==> src/rtl/branch_control_unit.sv <==
// Branch control unit: decodes control-transfer instructions from a
// synchronous-read instruction memory, steers the fetch stage, squashes the
// single wrong-path instruction after a taken transfer and maintains a
// 4-entry return address stack with sticky overflow/underflow flags.
module branch_control_unit (
    input  logic       clk,
    input  logic       reset,
    input  logic [9:0] pc,
    input  logic [9:0] instr,
    input  logic       zero_flag,
    input  logic       stall,
    output logic [1:0] fetch_control,
    output logic [7:0] jump_addr,
    output logic [9:0] ra_addr,
    output logic       squash,
    output logic       ras_overflow,
    output logic       ras_underflow
);

    localparam int RAS_DEPTH = 4;

    localparam logic [3:0] OP_JMP  = 4'b1100;
    localparam logic [3:0] OP_BEQZ = 4'b1101;
    localparam logic [3:0] OP_CALL = 4'b1110;
    localparam logic [3:0] OP_RET  = 4'b1111;

    localparam logic [1:0] FC_NEXT = 2'b00;
    localparam logic [1:0] FC_JUMP = 2'b01;
    localparam logic [1:0] FC_RET  = 2'b10;
    localparam logic [1:0] FC_HOLD = 2'b11;

    typedef enum logic {
        ST_RUN    = 1'b0,
        ST_SQUASH = 1'b1
    } state_t;

    state_t     state_reg;
    state_t     state_next;
    logic [9:0] ipc_reg;
    logic [9:0] stack_reg  [RAS_DEPTH];
    logic [9:0] stack_next [RAS_DEPTH];
    logic [9:0] push_val   [RAS_DEPTH];
    logic [9:0] pop_val    [RAS_DEPTH];
    logic [2:0] count_reg;
    logic [2:0] count_next;
    logic       ovf_reg;
    logic       ovf_next;
    logic       unf_reg;
    logic       unf_next;

    logic [3:0] opcode;
    logic       is_jmp;
    logic       is_beqz;
    logic       is_call;
    logic       is_ret;
    logic       stack_empty;
    logic       stack_full;
    logic       in_run;
    logic       take_jump;
    logic       take_ret;
    logic       do_push;
    logic       do_pop;
    logic [9:0] ret_link;

    assign opcode      = instr[9:6];
    assign is_jmp      = (opcode == OP_JMP);
    assign is_beqz     = (opcode == OP_BEQZ);
    assign is_call     = (opcode == OP_CALL);
    assign is_ret      = (opcode == OP_RET);
    assign stack_empty = (count_reg == 3'd0);
    assign stack_full  = (count_reg == 3'd4);

    // Decode is only trusted in RUN and outside reset; SQUASH marks instr invalid.
    assign in_run    = (state_reg == ST_RUN) && !reset;
    assign take_jump = in_run && (is_jmp || (is_beqz && zero_flag) || is_call);
    assign take_ret  = in_run && is_ret && !stack_empty;

    // Stack updates also wait for a non-stalled edge.
    assign do_push  = take_jump && is_call && !stall;
    assign do_pop   = take_ret && !stall;
    assign ret_link = ipc_reg + 10'd1;

    // Entry 0 is the top; a push shifts everything down (oldest falls off the
    // bottom when full), a pop shifts up and back-fills zero.
    generate
        for (genvar gi = 0; gi < RAS_DEPTH; gi++) begin : g_shift
            if (gi == 0) begin : g_top
                assign push_val[gi] = ret_link;
            end else begin : g_below
                assign push_val[gi] = stack_reg[gi-1];
            end
            if (gi == RAS_DEPTH - 1) begin : g_bottom
                assign pop_val[gi] = 10'd0;
            end else begin : g_above
                assign pop_val[gi] = stack_reg[gi+1];
            end
            assign stack_next[gi] = do_push ? push_val[gi] :
                                    do_pop  ? pop_val[gi]  :
                                              stack_reg[gi];
        end
    endgenerate

    // Next-state, occupancy and sticky flag computation.
    always_comb begin
        state_next = state_reg;
        count_next = count_reg;
        ovf_next   = ovf_reg;
        unf_next   = unf_reg;
        if (!stall) begin
            if (state_reg == ST_SQUASH) begin
                state_next = ST_RUN;
            end else begin
                if (take_jump || take_ret) begin
                    state_next = ST_SQUASH;
                end
                if (do_push) begin
                    if (stack_full) begin
                        ovf_next = 1'b1;
                    end else begin
                        count_next = count_reg + 3'd1;
                    end
                end
                if (do_pop) begin
                    count_next = count_reg - 3'd1;
                end
                if (is_ret && stack_empty) begin
                    unf_next = 1'b1;
                end
            end
        end
    end

    // State registers; reset wins over stall, stall freezes everything.
    always_ff @(posedge clk) begin
        if (reset) begin
            state_reg <= ST_SQUASH;
            ipc_reg   <= 10'd0;
            count_reg <= 3'd0;
            ovf_reg   <= 1'b0;
            unf_reg   <= 1'b0;
            for (int i = 0; i < RAS_DEPTH; i++) begin
                stack_reg[i] <= 10'd0;
            end
        end else if (!stall) begin
            state_reg <= state_next;
            ipc_reg   <= pc;
            count_reg <= count_next;
            ovf_reg   <= ovf_next;
            unf_reg   <= unf_next;
            for (int i = 0; i < RAS_DEPTH; i++) begin
                stack_reg[i] <= stack_next[i];
            end
        end
    end

    // Redirect select is combinational so fetch reacts at the same edge.
    always_comb begin
        if (stall) begin
            fetch_control = FC_HOLD;
        end else if (take_jump) begin
            fetch_control = FC_JUMP;
        end else if (take_ret) begin
            fetch_control = FC_RET;
        end else begin
            fetch_control = FC_NEXT;
        end
    end

    assign jump_addr     = {2'b00, instr[5:0]};
    assign ra_addr       = (reset || stack_empty) ? 10'd0 : stack_reg[0];
    assign squash        = reset || (state_reg == ST_SQUASH);
    assign ras_overflow  = ovf_reg;
    assign ras_underflow = unf_reg;

endmodule

==> config.mk <==
export PLATFORM = sky130hd
export DESIGN_NAME = branch_control_unit
export DESIGN_NICKNAME = d
export VERILOG_FILES = /design/src/rtl/branch_control_unit.sv
export SDC_FILE = /design/constraint.sdc
export NUM_CORES = 1
export LEC_CHECK = 0
export ABC_AREA = 1
export CAP_MARGIN = 20
export CORE_MARGIN = 5
export CORE_UTILIZATION = 59
export CTS_BUF_LIST = sky130_fd_sc_hd__clkbuf_2 sky130_fd_sc_hd__clkbuf_4 sky130_fd_sc_hd__clkbuf_8
export CTS_CLUSTER_DIAMETER = 100
export DETAILED_ROUTE_END_ITERATION = 12
export PLACE_DENSITY = 0.88
export SLEW_MARGIN = 15
export SYNTH_ARGS = -nofsm -noshare
export SYNTH_HDL_FRONTEND = slang
export SYNTH_SLANG_ARGS = --single-unit
==> constraint.sdc <==
create_clock -name clk -period 4.1 [get_ports clk]
set_input_delay 0.615 -clock clk [delete_from_list [all_inputs] [get_ports clk]]
set_output_delay 0.615 -clock clk [all_outputs]
set_load 0.005 [all_outputs]
==> results of run 1 <==
==> cell type report <==
class                      count  area [µm²]  area share (%)
clock buffer                   6        76.3            2.46
clock inverter                 2        35.0            1.13
inverter                      45         171            5.52
multi-input combinational    186         898            29.0
sequential                    56        1520            49.0
tap                           52        65.1            2.10
timing repair buffer          34         335            10.8
==> power by group through the flow <==
stage	Combinational, µW	Sequential (µW)	Clock [µW]
floorplan	58.4	656	0
global placement	83.0	659	0
detailed placement	85.1	660	0
CTS	86.2	647	369
global route	97.7	651	394
finish	85.9	647	365
==> through the flow <==
| step | setup WS, ns | hold slack, ns |
|---|---|---|
| floorplan | 1.42 | 0.440 |
| global placement | 1.12 | 0.463 |
| detailed placement | 1.06 | 0.467 |
| CTS | 1.08 | 0.481 |
| global route | 0.972 | 0.513 |
| finish | 1.07 | 0.484 |
==> critical path, delay by kind of cell <==
kind          cells  cell delay [ns]
simple gates      1             0.14
buf+inv           3             1.66
==> placed cells by master (no fill, tap or decap), types with 2 or more instances in the layout <==
cell,instances
a21oi_1,31
nand3_1,5
dfxtp_1,16
clkdlybuf4s50_1,32
nand4_1,4
buf_4,2
nand2_1,32
nand2_4,2
clkbuf_8,5
edfxtp_1,40
nor2_1,55
a31oi_1,3
conb_1,2
o21ai_0,42
inv_1,43
==> per-layer routing <==
| layer | wire [µm] | global-route usage, % | vias to the layer above |
|---|---|---|---|
| met5 | 0 | 0 | - |
| met4 | 92 | 5.33 | 0 |
| met3 | 416 | 3.70 | 7 |
| met2 | 2300 | 26.8 | 89 |
| met1 | 2360 | 26.3 | 914 |
| li1 | - | - | 1039 |
==> cell usage after synthesis <==
cell type | count | area, µm²
nor2_1 | 55 | 206
nand4_2 | 1 | 12.5
inv_1 | 43 | 161
a21oi_1 | 31 | 155
nor3_1 | 1 | 5.00
nand2_1 | 32 | 120
edfxtp_1 | 40 | 1200
inv_2 | 1 | 3.75
nor3_2 | 1 | 10.0
nor2_4 | 1 | 11.3
conb_1 | 1 | 3.75
buf_4 | 9 | 67.6
dfxtp_1 | 16 | 320
buf_2 | 7 | 35.0
clkbuf_1 | 3 | 11.3
buf_6 | 1 | 11.3
nand2_4 | 2 | 22.5
o21ai_4 | 1 | 16.3
nand3_1 | 5 | 25.0
o21ai_1 | 1 | 5.00
xor2_1 | 1 | 8.76
ha_1 | 1 | 12.5
o21ai_0 | 42 | 210
fa_1 | 1 | 20.0
inv_4 | 1 | 6.26
a31oi_1 | 3 | 18.8
nor2_2 | 1 | 6.26
nand4_1 | 4 | 25.0
==> logic make-up after synthesis <==
group	synth area share, %
other cells	0.138
flops	56.1
buf+inv	10.9
xor+xnor	0.323
simple gates	16.4
fa+ha+maj	1.20
compound gates	14.9
==> path summary, 6_finish.rpt <==
| check | start | to | slack [ns] | cells past startpoint |
|---|---|---|---|---|
| worst max-delay path | stall | fetch_control[1] | 1.07 | 4 |
| worst min-delay path | ipc_reg[9]$_SDFFE_PP0N_ | ipc_reg[9]$_SDFFE_PP0N_ | 0.48 | 2 |
| worst max register to register | state_reg$_SDFFE_PP1N_ | stack_reg[0][8]$_SDFFCE_PN0P_ | 2.18 | 6 |
| worst min register to register | ipc_reg[9]$_SDFFE_PP0N_ | ipc_reg[9]$_SDFFE_PP0N_ | 0.48 | 2 |
==> flow_summary.json, run 1 <==
{
  "outcome": "finished clean",
  "drt_wl_total_mm": 5.17,
  "fmax_mhz": 330,
  "avgRoutedWirePerCell_um": 13.6,
  "worst-slew-pin-transition_ns": 0.618,
  "switchingPower_uw": 241,
  "fin_tns_setup_ns": 0,
  "clock_latency_ns": 0.31,
  "htree_levels": 2,
  "final_cell_count_no_fill": 381,
  "switching_share_pct": 21.9,
  "rsz0062_at_grt": "false",
  "ys_warn_count": 0,
  "hp-class": "reg -> reg",
  "cp_common_cell": "clkdlybuf4s50_1",
  "first_global_vias": 1867,
  "place_area_um2": 2990,
  "drv_cap": 0,
  "gp_congestion": 0.837,
  "final_area_um2": 3100,
  "hold_violations": 0,
  "grt_overflow_total": 0,
  "ant_nets": 0,
  "largest_register_ffs": 40,
  "num_io_pins": 47,
  "vias_per_cell": 5.38,
  "slew_headroom_pct": 58.7,
  "pwr-share-comb_pct": 7.8,
  "die-area_um2": 6050,
  "grt_max_degree": 47,
  "root_buffer": "clkbuf_8",
  "die_h_um": 77.8,
  "p_leak_uw": 0.00125,
  "synthToLayoutAreaGrowth_pct": 14.4,
  "syn_area_um2": 2710,
  "first_iter_violations": 266,
  "core_um2": 4410,
  "cts.clk_slew.worst_paths_ns": 0.09,
  "p_int_uw": 857,
  "post_cts_buffers": 0,
  "drt_pass1_iterations": 5,
  "worstPathCellList": "clkdlybuf4s50_1 -> inv_1 -> nand2_1 -> clkdlybuf4s50_1",
  "diodes": 0,
  "cts_buffers": 5,
  "power.density_nw_per_um2": 354,
  "synth_cell_types": 28,
  "p_seq_share_pct": 59.0,
  "criticalPathCategory": "in -> out",
  "floorplan.initialDensity_pct": 61.5,
  "endpoint_kind": "output pin",
  "drive_gt1_share_pct": 5.78,
  "arrival_ns": 2.41,
  "crit_slowest_cell": "clkdlybuf4s50_1",
  "total_power_uw": 1100,
  "finalSetupViolCount": 0,
  "fillers": 318,
  "synth.avg_cell_area_um2": 8.86,
  "final_util_pct": 70.3,
  "required_ns": 3.48,
  "synth_cells": 306,
  "seq_area_frac_synth_pct": 56.1,
  "ys_seq_elements": 56,
  "num_vias": 2049,
  "fp.dieW_um": 77.8,
  "grt_util_all_layers_pct": 17.9,
  "dp_cells": 373,
  "p_clk_share_pct": 33.2,
  "antenna_found_initial": 0,
  "post_cts_resized": 0,
  "cpPeakStageDelay_ns": 0.86,
  "dp_hpwl_mm": 3.41,
  "start_kind": "primary input",
  "clk_path_buf_depth": 2,
  "cp_max_fo": 21,
  "vdd_ir_drop_max_mv": 0.264,
  "grt_pass1_wl_mm": 8.82,
  "finalMaxSlewViolations": 0,
  "nets": 354,
  "drc": 0,
  "finClkSkew_ns": 0.00496,
  "cts_tree": "built",
  "finalCriticalPeriod_ns": 3.03,
  "num_rows": 24,
  "cts_num_sinks": 56,
  "postCtsHoldBufs": 0,
  "fin_crit_sh_pct": 73.8,
  "io_buffers": 32
}
(Power assumes the default switching activity.)
==> run 2, diff against run 1 <==
CORE_UTILIZATION = 55   (was 59)
PLACE_DENSITY = 0.83   (was 0.88)
clock period = 2.97 ns   (was 4.1 ns; I/O delays follow)
==> run 2 against run 1 <==
Net effect: non-clock buffer count up 2; hold slack better by 0.0023 ns; critical path depth up 1; power up 33%; sequential power up 38%; final cell count up 4.5%; routed wire length down 3.7%; combinational power up 41%; clock power up 21%.
==> flow_summary.json, run 2 (synthesis gave the netlist of run 1 again) <==
{
  "cp_max_fo": 16,
  "dp_cells": 390,
  "root_buffer": "clkbuf_8",
  "mostFrequentLayoutCells": "55 x nor2_1, 43 x inv_1, 42 x o21ai_0",
  "rsz0062_at_grt": "false",
  "num_io_pins": 47,
  "core_um2": 4750,
  "cp_common_cell": "clkdlybuf4s50_1",
  "drt_wl_total_mm": 4.98,
  "fin_tns_setup_ns": 0,
  "vias_per_cell": 5.10,
  "htree_levels": 2,
  "avgRoutedWirePerCell_um": 12.5,
  "synthToLayoutAreaGrowth_pct": 15.6,
  "die-area_um2": 6440,
  "worstHoldStart": "ras_overflow$_SDFFE_PP0P_",
  "gp_congestion": 0.833,
  "post_cts_resized": 0,
  "p_int_uw": 1130,
  "multiInputGateArea_um2": 898,
  "antenna_found_initial": 0,
  "fp.dieW_um": 80.2,
  "power.density_nw_per_um2": 465,
  "hp-class": "reg -> reg",
  "cts_num_sinks": 56,
  "r2r_setup_slack_ns": 1.26,
  "met2WireLength_mm": 2.23,
  "diodes": 0,
  "num_rows": 25,
  "wl_met3_um": 359,
  "cts_buffers": 5,
  "largest_register_ffs": 40,
  "fin_crit_sh_pct": 89.5,
  "regToRegStartpoint": "count_reg[0]$_SDFFE_PP0P_",
  "mostFrequentLayoutCell": "nor2_1",
  "drt_pass1_iterations": 4,
  "required_ns": 2.52,
  "grt_overflow_total": 0,
  "final_cell_count_no_fill": 398,
  "first_global_vias": 1971,
  "drv_cap": 0,
  "die_h_um": 80.2,
  "grt_pass1_wl_mm": 8.71,
  "fillers": 399,
  "cts_tree": "built",
  "start_kind": "primary input",
  "cp-startpoint": "reset",
  "cts.clk_slew.worst_paths_ns": 0.09,
  "nets": 356,
  "finClkSkew_ns": 0.00817,
  "p_clk_share_pct": 30.4,
  "dr.max_layer_used": "met4",
  "postCtsHoldBufs": 0,
  "worstPathCellList": "clkdlybuf4s50_1 -> inv_2 -> nand2_1 -> nor2_1 -> clkdlybuf4s50_1",
  "drt-met1-wl_mm": 2.31,
  "io_buffers": 32,
  "clock_latency_ns": 0.31,
  "dp_hpwl_mm": 3.42,
  "drc": 0,
  "cpPeakStageDelay_ns": 0.52,
  "switchingPower_uw": 332,
  "vdd_ir_drop_max_mv": 0.364,
  "fmax_mhz": 376,
  "pwr-share-comb_pct": 8.3,
  "ant_nets": 0,
  "outcome": "finished clean",
  "floorplan.initialDensity_pct": 57.1,
  "p_leak_uw": 0.00125,
  "first_iter_violations": 170,
  "hold_violations": 0,
  "drive_gt1_share_pct": 6.34,
  "endpoint_kind": "output pin",
  "crit_slowest_cell": "clkdlybuf4s50_1",
  "ff_latch_area_um2": 1520,
  "post_cts_buffers": 0,
  "finalCriticalPeriod_ns": 2.66,
  "grt_max_degree": 41,
  "p_seq_share_pct": 61.3,
  "finalMaxSlewViolations": 0,
  "grt_util_all_layers_pct": 17.4,
  "num_vias": 2028,
  "clk_path_buf_depth": 2,
  "arrival_ns": 2.21,
  "switching_share_pct": 22.8,
  "criticalPathCategory": "in -> out",
  "finalSetupViolCount": 0
}
==> run 2: cell count changes in the layout (fill, tap and decap cells not counted) <==
cell | before | now
buf_12 | 0 | 1
buf_4 | 2 | 3
bufinv_16 | 1 | 0
clkbuf_8 | 5 | 6
clkinv_2 | 1 | 0
clkinvlp_4 | 0 | 1
==> run 2: power by group through the flow <==
| stage | combinational [µW] | sequential (µW) | clock (µW) |
|---|---|---|---|
| finish | 121 | 893 | 443 |
| floorplan | 80.7 | 906 | 0 |
| CTS | 122 | 893 | 445 |
| global route | 138 | 898 | 481 |
| global placement | 118 | 909 | 0 |
| detailed placement | 121 | 911 | 0 |
==> run 2: stage by stage <==
step	instance area, µm²	utilization (%)	power (µW)	setup WS (ns)	hold slack [ns]
detailed placement	3040	63.9	1030	0.304	0.464
CTS	3140	65.9	1460	0.305	0.495
floorplan	2720	-	986	0.460	0.440
global placement	3040	63.9	1030	0.363	0.465
global route	3140	65.9	1520	0.172	0.528
finish	3140	65.9	1460	0.313	0.486
==> run 2: worst max-delay path, delay by kind of cell <==
| family | cells | cell delay [ns] |
|---|---|---|
| and+or+nand+nor | 2 | 0.54 |
| buffers and inverters | 3 | 1.23 |
==> run 2: routing by layer <==
| layer | global-route usage, % | vias to the layer above |
|---|---|---|
| met1 | 22.9 | 919 |
| li1 | - | 1042 |
| met2 | 27.2 | 59 |
| met5 | 0 | - |
| met4 | 6.08 | 0 |
| met3 | 5.04 | 8 |
==> run 2: worst paths after layout <==
check                              end  cells past startpoint
max                         ra_addr[5]                      5
min          ras_overflow$_SDFFE_PP0P_                      2
max reg2reg  count_reg[2]$_SDFFE_PP0P_                      8
min reg2reg  ras_overflow$_SDFFE_PP0P_                      2
==> run 2: layout make-up <==
class | instances | share of cell area [%]
Clock buffer | 7 | 2.87
Clock inverter | 1 | 0.239
Inverter | 45 | 5.47
Multi-Input combinational cell | 186 | 28.7
Sequential cell | 56 | 48.5
Tap cell | 67 | 2.67
Timing Repair Buffer | 36 | 11.6
==> run 3, diff against run 2 <==
GPL_ROUTABILITY_DRIVEN = 0   (was not set)
==> results of run 3 <==
Same layout as run 2: the final DEF is identical, and so are final timing and power.
